## src/rtl/uart_boot_loader_if.sv

```systemverilog
// rtl/uart_boot_loader_if.sv - UART RX FIFO pop handshake and instruction-memory write port
//
// Purpose: groups the two buses of the boot loader.
//   rx side  : rx_empty/r_data come from the UART receive FIFO, rd_uart pops it.
//   imem side: imem_we/imem_addr/imem_wdata form a one-cycle word write strobe.
// Modports:
//   master : the boot loader (consumes rx bytes, drives imem writes)
//   slave  : the environment (FIFO + instruction memory)

interface uart_boot_loader_if #(
    parameter int AW = 9
);
    logic          rx_empty;
    logic [7:0]    r_data;
    logic          rd_uart;
    logic          imem_we;
    logic [AW-1:0] imem_addr;
    logic [31:0]   imem_wdata;

    modport master (
        input  rx_empty,
        input  r_data,
        output rd_uart,
        output imem_we,
        output imem_addr,
        output imem_wdata
    );

    modport slave (
        output rx_empty,
        output r_data,
        input  rd_uart,
        input  imem_we,
        input  imem_addr,
        input  imem_wdata
    );
endinterface

```

## src/rtl/uart_boot_loader.sv

```systemverilog
// rtl/uart_boot_loader.sv - framed UART image loader that holds the core in reset until a good load
//
// Purpose: pops bytes from the UART RX FIFO, parses
//   SYNC, LEN_LO, LEN_HI, LEN x 4 data bytes (little-endian words), CHK
// and writes each word into instruction memory. The core is released
// (cpu_rst_n=1) only once a frame completes with a matching checksum
// (8-bit sum of the data bytes).
// Ports:
//   clk          system clock
//   reset        asynchronous, active-low reset
//   bus          uart_boot_loader_if.master: rx_empty/r_data/rd_uart FIFO pop,
//                imem_we/imem_addr/imem_wdata word write (imem_we one cycle per word)
//   cpu_rst_n    core reset, active-low; rises on the edge entering S_DONE
//   done         sticky: image loaded, checksum good
//   err          sticky until next SYNC: length, checksum or inter-byte timeout
//   words_loaded words written by the current or last frame

module uart_boot_loader #(
    parameter int          AW      = 9,
    parameter logic [7:0]  SYNC    = 8'hA5,
    parameter int unsigned TIMEOUT = 1000000
) (
    input  logic               clk,
    input  logic               reset,
    uart_boot_loader_if.master bus,
    output logic               cpu_rst_n,
    output logic               done,
    output logic               err,
    output logic [AW:0]        words_loaded
);

    // Counter only ever needs to hold TIMEOUT-1 before firing.
    localparam int            TW       = (TIMEOUT < 2) ? 1 : $clog2(TIMEOUT);
    localparam logic [TW-1:0] TMO_LAST = TW'(TIMEOUT - 1);
    localparam logic [16:0]   MAX_LEN  = 17'(1 << AW);

    typedef enum logic [2:0] {
        S_SYNC,
        S_LEN0,
        S_LEN1,
        S_DATA,
        S_WRITE,
        S_SUM,
        S_DONE,
        S_ERR
    } state_t;

    state_t        state;
    logic          consuming;
    logic          we_q;
    logic [AW-1:0] addr_q;
    logic [31:0]   wdata_q;
    logic          cpu_rst_q;
    logic          done_q;
    logic          err_q;
    logic [AW:0]   wl_q;
    logic [1:0]    idx;
    logic [7:0]    chk;
    logic [TW-1:0] tmo_cnt;
    logic [7:0]    len_lo;
    logic [15:0]   len_q;
    logic [23:0]   word_q;

    logic          pop;
    logic          counting;
    logic          tmo_hit;
    logic [15:0]   len_full;
    logic [AW:0]   wl_next;
    logic          last_word;

    // consuming is registered, so the pop strobe is glitch-free apart from
    // the FIFO's own rx_empty, and it is 0 while reset holds consuming low.
    assign pop       = ~bus.rx_empty & consuming;
    assign counting  = (state == S_LEN0) || (state == S_LEN1) ||
                       (state == S_DATA) || (state == S_SUM);
    assign tmo_hit   = counting & bus.rx_empty & (tmo_cnt == TMO_LAST);
    assign len_full  = {bus.r_data, len_lo};
    assign wl_next   = wl_q + (AW+1)'(1);
    assign last_word = (16'(wl_next) == len_q);

    assign bus.rd_uart    = pop;
    assign bus.imem_we    = we_q;
    assign bus.imem_addr  = addr_q;
    assign bus.imem_wdata = wdata_q;
    assign cpu_rst_n      = cpu_rst_q;
    assign done           = done_q;
    assign err            = err_q;
    assign words_loaded   = wl_q;

    always_ff @(posedge clk or negedge reset) begin
        if (!reset) begin
            state     <= S_SYNC;
            consuming <= 1'b0;
            we_q      <= 1'b0;
            addr_q    <= '0;
            wdata_q   <= '0;
            cpu_rst_q <= 1'b0;
            done_q    <= 1'b0;
            err_q     <= 1'b0;
            wl_q      <= '0;
            idx       <= '0;
            chk       <= '0;
            tmo_cnt   <= '0;
            len_lo    <= '0;
            len_q     <= '0;
            word_q    <= '0;
        end else begin
            we_q <= 1'b0;

            // Idle counter: any pop or any non-counting state (which covers
            // every state entry that is not itself a pop) restarts it.
            if (pop || !counting) begin
                tmo_cnt <= '0;
            end else if (bus.rx_empty) begin
                tmo_cnt <= tmo_cnt + TW'(1);
            end

            case (state)
                S_SYNC: begin
                    // Also re-arms consuming on the first edge after reset.
                    consuming <= 1'b1;
                    if (pop && bus.r_data == SYNC) begin
                        state  <= S_LEN0;
                        idx    <= '0;
                        chk    <= '0;
                        addr_q <= '0;
                        wl_q   <= '0;
                    end
                end

                S_LEN0: begin
                    if (tmo_hit) begin
                        state     <= S_ERR;
                        err_q     <= 1'b1;
                        cpu_rst_q <= 1'b0;
                    end else if (pop) begin
                        len_lo <= bus.r_data;
                        state  <= S_LEN1;
                    end
                end

                S_LEN1: begin
                    if (tmo_hit) begin
                        state     <= S_ERR;
                        err_q     <= 1'b1;
                        cpu_rst_q <= 1'b0;
                    end else if (pop) begin
                        len_q <= len_full;
                        if (len_full == 16'd0) begin
                            state <= S_SUM;
                        end else if ({1'b0, len_full} > MAX_LEN) begin
                            // Oversized image is rejected before any write.
                            state     <= S_ERR;
                            err_q     <= 1'b1;
                            cpu_rst_q <= 1'b0;
                        end else begin
                            state <= S_DATA;
                        end
                    end
                end

                S_DATA: begin
                    if (tmo_hit) begin
                        state     <= S_ERR;
                        err_q     <= 1'b1;
                        cpu_rst_q <= 1'b0;
                    end else if (pop) begin
                        chk <= chk + bus.r_data;
                        idx <= idx + 2'd1;
                        case (idx)
                            2'd0: word_q[7:0]   <= bus.r_data;
                            2'd1: word_q[15:8]  <= bus.r_data;
                            2'd2: word_q[23:16] <= bus.r_data;
                            default: begin
                                // 4th byte goes straight into the write data
                                // so the strobe lands on the very next cycle.
                                wdata_q   <= {bus.r_data, word_q};
                                we_q      <= 1'b1;
                                consuming <= 1'b0;
                                state     <= S_WRITE;
                            end
                        endcase
                    end
                end

                S_WRITE: begin
                    addr_q    <= addr_q + AW'(1);
                    wl_q      <= wl_next;
                    idx       <= '0;
                    consuming <= 1'b1;
                    state     <= last_word ? S_SUM : S_DATA;
                end

                S_SUM: begin
                    if (tmo_hit) begin
                        state     <= S_ERR;
                        err_q     <= 1'b1;
                        cpu_rst_q <= 1'b0;
                    end else if (pop) begin
                        if (bus.r_data == chk) begin
                            state     <= S_DONE;
                            consuming <= 1'b0;
                            done_q    <= 1'b1;
                            cpu_rst_q <= 1'b1;
                        end else begin
                            state     <= S_ERR;
                            err_q     <= 1'b1;
                            cpu_rst_q <= 1'b0;
                        end
                    end
                end

                S_DONE: begin
                    // Terminal until reset; FIFO contents are left for the core.
                    consuming <= 1'b0;
                end

                S_ERR: begin
                    consuming <= 1'b1;
                    cpu_rst_q <= 1'b0;
                    if (pop && bus.r_data == SYNC) begin
                        err_q  <= 1'b0;
                        state  <= S_LEN0;
                        idx    <= '0;
                        chk    <= '0;
                        addr_q <= '0;
                        wl_q   <= '0;
                    end
                end

                default: begin
                    state <= S_SYNC;
                end
            endcase
        end
    end

endmodule

```

## src/flat_wrapper.sv

```systemverilog
// flat-port wrapper written by rule: the top's interface ports become plain ports
module uart_boot_loader_flat 
#(
    parameter int          AW      = 9,
    parameter logic [7:0]  SYNC    = 8'hA5,
    parameter int unsigned TIMEOUT = 1000000
)
  (clk, reset, cpu_rst_n, done, err, words_loaded, bus_rx_empty, bus_r_data, bus_rd_uart, bus_imem_we, bus_imem_addr, bus_imem_wdata);
  uart_boot_loader_if #(.AW(AW)) bus_i ();
  input  logic clk;
  input  logic reset;
  output logic cpu_rst_n;
  output logic done;
  output logic err;
  output logic [AW:0] words_loaded;
  input wire logic [$bits(bus_i.rx_empty)-1:0] bus_rx_empty;
  input wire logic [$bits(bus_i.r_data)-1:0] bus_r_data;
  output wire logic [$bits(bus_i.rd_uart)-1:0] bus_rd_uart;
  output wire logic [$bits(bus_i.imem_we)-1:0] bus_imem_we;
  output wire logic [$bits(bus_i.imem_addr)-1:0] bus_imem_addr;
  output wire logic [$bits(bus_i.imem_wdata)-1:0] bus_imem_wdata;
  assign bus_i.rx_empty = bus_rx_empty;
  assign bus_i.r_data = bus_r_data;
  assign bus_rd_uart = bus_i.rd_uart;
  assign bus_imem_we = bus_i.imem_we;
  assign bus_imem_addr = bus_i.imem_addr;
  assign bus_imem_wdata = bus_i.imem_wdata;
  uart_boot_loader #(.AW(AW), .SYNC(SYNC), .TIMEOUT(TIMEOUT)) u_core (.clk(clk), .reset(reset), .bus(bus_i), .cpu_rst_n(cpu_rst_n), .done(done), .err(err), .words_loaded(words_loaded));
endmodule
```

## config.mk

```make
export PLATFORM = sky130hd
export DESIGN_NAME = uart_boot_loader_flat
export DESIGN_NICKNAME = d
export VERILOG_FILES = /design/src/rtl/uart_boot_loader_if.sv /design/src/rtl/uart_boot_loader.sv /design/src/flat_wrapper.sv
export SDC_FILE = /design/constraint.sdc
export NUM_CORES = 1
export LEC_CHECK = 0
export BUFFER_PORTS_ARGS = -buffer_cell sky130_fd_sc_hd__buf_4
export CAP_MARGIN = 20
export CORE_AREA = 2 2 126 128
export CTS_CLUSTER_DIAMETER = 150
export CTS_CLUSTER_SIZE = 20
export DETAILED_ROUTE_END_ITERATION = 8
export DIE_AREA = 0 0 128 130
export HOLD_SLACK_MARGIN = 0.05
export SYNTH_ARGS = -nofsm -noshare
export SYNTH_HDL_FRONTEND = slang
export SYNTH_SLANG_ARGS = --single-unit
export TNS_END_PERCENT = 30
```

## constraint.sdc

```tcl
create_clock -name clk -period 4.25 [get_ports clk]
set_input_delay 1.275 -clock clk [delete_from_list [all_inputs] [get_ports clk]]
set_output_delay 1.275 -clock clk [all_outputs]
set_load 0.1 [all_outputs]
```

==> results.toml, run 1 <==
[logic_synthesis]
syn-cell-area_um2 = 6639
synth-seq-cells = 137
synthTopCellsByArea = "dfrtp_1, mux2_2, nand2_1"
synthDominantCellAreaShare_pct = 51.64
avgSynthCellArea_um2 = 11.05
async_flop_share_pct = 100.0
yosysSeqAreaShare_pct = 51.64
yosysWarnings = 0
ys_types = 59
synthCells = 601
synth_most_common_cell = "dfrtp_1"
synth-edff-count = 0
ys.flop_type = "dfrtp_1"
synth_top_cell_by_area = "dfrtp_1"
syn-num-nets = 627
synth_common_cells = "dfrtp_1, mux2_2, nand2_1"

[timing]
hold_violations = 0
period_share_pct = 80.59
grt_setup_unrepaired = "no"
finalCriticalPeriod_ns = 3.425
setup_viol = 0
tightest_slew_ns = 0.7879
finalSetupTns_ns = 0
relSlewSlack_pct = 47.47
fmax_mhz = 292.0
drv_slew = 0
finClkSkew_ns = 0.006388

[clock_network]
clock_sinks = 137
tritoncts = "done"
post_cts_buffers = 0
post_cts_resized = 0
cts_made_buffers = 17
insertion_delay_ns = 0.41
cts_hold_buf = 0
ctsLongestPathBuffers = 2
clk_pin_slew_ns = 0.06
htreeDepth = 4
cts-root-buf = "clkbuf_16"

[final_layout]
n_fill_cell = 1390
final_core_util_pct = 51.43
drive_gt1_share_pct = 28.28
antenna_cells = 0
finalInstanceArea_um2 = 7933
area_delta_synth_final_pct = 19.49
finalNonFillerCells = 871
final_nets = 692

[place]
placed_area_um2 = 7316
portBuffers = 66
dp_cells = 839
place_congestion = 0.8229
dp_hpwl_um = 10130

[worst_setup_path]
crit_path_start_kind = "input port"
worstSetupEndpointType = "output pin"
worstPathArrival_ns = 2.15
crit_fanout = 13
cp.required_ns = 2.97
path_class = "in2out"
r2r_slack_ns = 1.49

[detailed_routing]
drtPass1Iterations = 4
detail-route-antenna-nets = 0
num_vias = 4829
post_drt_wl_per_cell_um = 17.11
drc = 0
wl_um = 14910
drt_first_iter_violations = 277
viasPerCell = 5.544

[pwr]
powerDensity_nw_per_um2 = 827.5
ir_drop_v = 0.0004890
p_leak_nw = 3.621
fin_total_pwr_mw = 6.564

[floorplan]
fp.coreArea_um2 = 15420
io_pins = 67
start_util_pct = 43.04
row_count = 46
dieArea_um2 = 16640
die_h_um = 130
die_w_um = 128

[min_path]
min_path_type = "reg2reg"

[flow_run]
maxCapViolCount = 0

[outcome]
status = "completed"

[global_routing]
first_global_vias = 4906
grt_pass1_wl_um = 25210
grt_util_met2_pct = 29.92
top_usage_layer = "met2"
grt_max_degree = 85
grtUsageTotal_pct = 19.38
grt_use_met1_pct = 27.10
antenna_found_initial = 0
grt_use_met3_pct = 4.182
overflow = 0
==> critical path, stage by stage <==
cell and delay (ns):
buf_4 0.16, nand2b_1 0.21, inv_1 0.18, buf_4 0.32
==> stage by stage <==
step / setup WS [ns] / hold WS [ns]
3_3_place_gp: 0.8560 / 0.4681
2_1_floorplan: 0.8745 / 0.4600
5_1_grt: 0.7803 / 0.4918
6_report: 0.8249 / 0.4696
3_5_place_dp: 0.8362 / 0.4475
4_1_cts: 0.8323 / 0.4724
==> placed cells by master (no fill, tap or decap), drive strengths merged, types with 17 or more instances in the layout <==
master,instances
clkbuf,23
nor2,46
nand3,21
buf,70
mux2,81
xnor2,20
nand2,55
dfrtp,137
xor2,17
o21ai,41
==> kinds of logic after synthesis <==
group	Yosys count	share of synthesized area, %
adder cells (fa/ha/maj)	15	2.940
buffers and inverters	34	2.148
XOR/XNOR	37	4.881
multiplexers	85	14.34
flip-flops	137	51.64
AND/OR/NAND/NOR	201	15.44
AO/OA/AOI/OAI	92	8.613
==> power breakdown <==
group | total [mW] | internal (mW) | switching [mW]
registers | 2.18 | 1.75 | 0.430
logic | 2.85 | 0.885 | 1.96
clock network | 1.53 | 0.974 | 0.558
total | 6.56 | 3.61 | 2.95
==> area by class of cell <==
type                       count  area (µm²)  area share [%]
multi-input combinational    430        3068           38.68
sequential                   137        3428           43.22
timing repair buffer          70       541.8           6.830
tap                          192       240.2           3.028
inverter                      10       37.54          0.4732
clock inverter                 9       138.9           1.751
clock buffer                  23       478.0           6.025
==> state kept, by name (all words and copies together), names as in the netlist, 2 cells and up <==
name,flops
u_core.word_q,24
u_core.chk,8
u_core.len_lo,8
u_core.tmo_cnt,20
u_core.len_q,16
u_core.bus.imem_addr,9
u_core.bus.imem_wdata,32
u_core.words_loaded,10
u_core.state,3
u_core.idx,2
==> layer usage <==
metal  wire (µm)  vias up
met5           0        -
met4         266        0
met3         525       21
met2        7068       89
met1        7045     2427
li1            -     2292
==> final timing paths <==
kind / startpoint / to / depth (start not counted)
setup / recovery: bus_rx_empty / bus_rd_uart / 4
max in group asynchronous: reset / u_core.tmo_cnt[8]$_DFFE_PN0P_ / 2
hold / removal: u_core.done$_DFFE_PN0P_ / u_core.done$_DFFE_PN0P_ / 1
hold reg to reg: u_core.done$_DFFE_PN0P_ / u_core.done$_DFFE_PN0P_ / 1
min in group asynchronous: reset / u_core.bus.imem_addr[8]$_DFFE_PN0P_ / 1
setup reg to reg: u_core.state[1]$_DFFE_PN0P_ / u_core.tmo_cnt[2]$_DFFE_PN0P_ / 6
(Power assumes the default switching activity.)
==> run 2, diff against run 1 <==
==> constraint.sdc (replaced) <==
create_clock -name clk -period 3.6 [get_ports clk]
set_input_delay 1.08 -clock clk [delete_from_list [all_inputs] [get_ports clk]]
set_output_delay 1.08 -clock clk [all_outputs]
set_load 0.1 [all_outputs]
==> run 2 against run 1 <==
- largest cell class unchanged
- clock power rose by 13%
- highest routed layer unchanged
- register-to-register slack got worse by 0.53 ns
- critical endpoint unchanged
- routed wire length rose by 1.5%
- non-clock buffer count rose by 5
- via count rose by 0.25%
- die area did not move
==> results.toml, run 2 (synthesis gave the netlist of run 1 again) <==
[timing]
finalSetupTns_ns = 0
drv_slew = 0
relSlewSlack_pct = 49.73
finalCriticalPeriod_ns = 3.037
finalWorstSetupSlack_ns = 0.5625
grt_setup_unrepaired = "no"
tightest_slew_ns = 0.7540
fmax_mhz = 329.2
hold_violations = 0
setup_viol = 0
fin_hold_ws_ns = 0.4701
period_share_pct = 84.37
finClkSkew_ns = 0.01228

[place]
portBuffers = 66
place_congestion = 0.8309
dp_hpwl_um = 10340
dpl_worst_slack_ns = 0.4725
dp_cells = 844

[clock_network]
cts-root-buf = "clkbuf_16"
insertion_delay_ns = 0.42
ctsLongestPathBuffers = 2
htreeDepth = 4
cts_made_buffers = 17
post_cts_resized = 0
post_cts_buffers = 0
tritoncts = "done"
clock_sinks = 137
clk_pin_slew_ns = 0.06
cts_hold_buf = 0

[pwr]
powerDensity_nw_per_um2 = 969.2
ir_drop_v = 0.0006729
p_leak_nw = 3.640

[worst_setup_path]
crit_fanout = 13
cp.required_ns = 2.52
worstSetupEndpointType = "output pin"
crit_path_start_kind = "input port"
worstPathArrival_ns = 1.96
path_class = "in2out"

[floorplan]
die_w_um = 128
row_count = 46
start_util_pct = 43.04
fp.coreArea_um2 = 15420
dieArea_um2 = 16640
io_pins = 67
die_h_um = 130

[outcome]
status = "completed"

[global_routing]
grt_max_degree = 67
overflow = 0
first_global_vias = 4837
grt_pass1_wl_um = 25190
grtUsageTotal_pct = 19.35
antenna_found_initial = 0

[final_layout]
final_nets = 697
n_fill_cell = 1360
drive_gt1_share_pct = 28.84
finalNonFillerCells = 875
antenna_cells = 0
final_cell_mix = "dfrtp_1, mux2_2, buf_4, nand2_1, nor2_1"
area_delta_synth_final_pct = 19.66
largest_reg_flops = 32
layout_commonest_cell = "dfrtp_1"

[detailed_routing]
post_drt_wl_per_cell_um = 17.30
detail-route-antenna-nets = 0
drc = 0
drt_first_iter_violations = 312
viasPerCell = 5.533
drtPass1Iterations = 4
num_vias = 4841
wl_um = 15140

[flow_run]
maxCapViolCount = 0

[min_path]
min_path_type = "reg2reg"
## run 2: cell count changes in the layout (fill, tap and decap cells not counted), sizes merged
cell	change
buf	+5
bufinv	-1
clkbuf	-1
clkinv	+1
## run 2: through the flow
step / util [%] / instance area [µm²] / total power [mW]
CTS: 51.50 / 7944 / 7.757
floorplan: - / 6639 / 5.210
detailed placement: 47.67 / 7353 / 5.992
global route: 51.50 / 7944 / 8.126
finish: 51.50 / 7944 / 7.700
global placement: 47.67 / 7353 / 5.907
## run 2: worst paths after layout
path | startpoint | end | slack, ns | depth (start not counted)
max in group asynchronous | reset | u_core.word_q[19]$_DFFE_PN0P_ | 2.14 | 2
worst min-delay path | u_core.done$_DFFE_PN0P_ | u_core.done$_DFFE_PN0P_ | 0.47 | 1
worst max-delay path | bus_rx_empty | bus_rd_uart | 0.56 | 4
min in group asynchronous | reset | u_core.bus.imem_wdata[0]$_DFFE_PN0P_ | 0.64 | 1
worst max register to register | u_core.state[1]$_DFFE_PN0P_ | u_core.tmo_cnt[3]$_DFFE_PN0P_ | 0.96 | 6
worst min register to register | u_core.done$_DFFE_PN0P_ | u_core.done$_DFFE_PN0P_ | 0.47 | 1
## run 2: metal layers
layer | vias to the layer above | global-route usage [%] | share of wire, % | routed length, µm
met2 | 101 | 30.64 | 47 | 7146
met1 | 2428 | 26.71 | 49 | 7350
met4 | 0 | 5.365 | 0.79 | 119
met5 | - | 0 | 0 | 0
li1 | 2304 | - | - | -
met3 | 8 | 4.879 | 3.4 | 521
## run 2: critical path: stages
cell and delay [ns]:
buf_4 0.16, nand2b_1 0.22, inv_1 0.17, buf_4 0.32
## run 2: area by class of cell
class / count / area [µm²] / share of cell area [%]
Sequential cell: 137 / 3428 / 43.16
Multi-Input combinational cell: 430 / 3068 / 38.62
Timing Repair Buffer: 75 / 579.3 / 7.292
Clock buffer: 22 / 474.2 / 5.969
Tap cell: 192 / 240.2 / 3.024
Clock inverter: 9 / 116.4 / 1.465
Inverter: 10 / 37.54 / 0.4725
## run 2: report_power, final
group | total [mW] | internal [mW] | switching (mW)
clock | 1.73 | 1.08 | 0.652
combinational | 3.38 | 1.06 | 2.32
sequential | 2.59 | 2.07 | 0.520
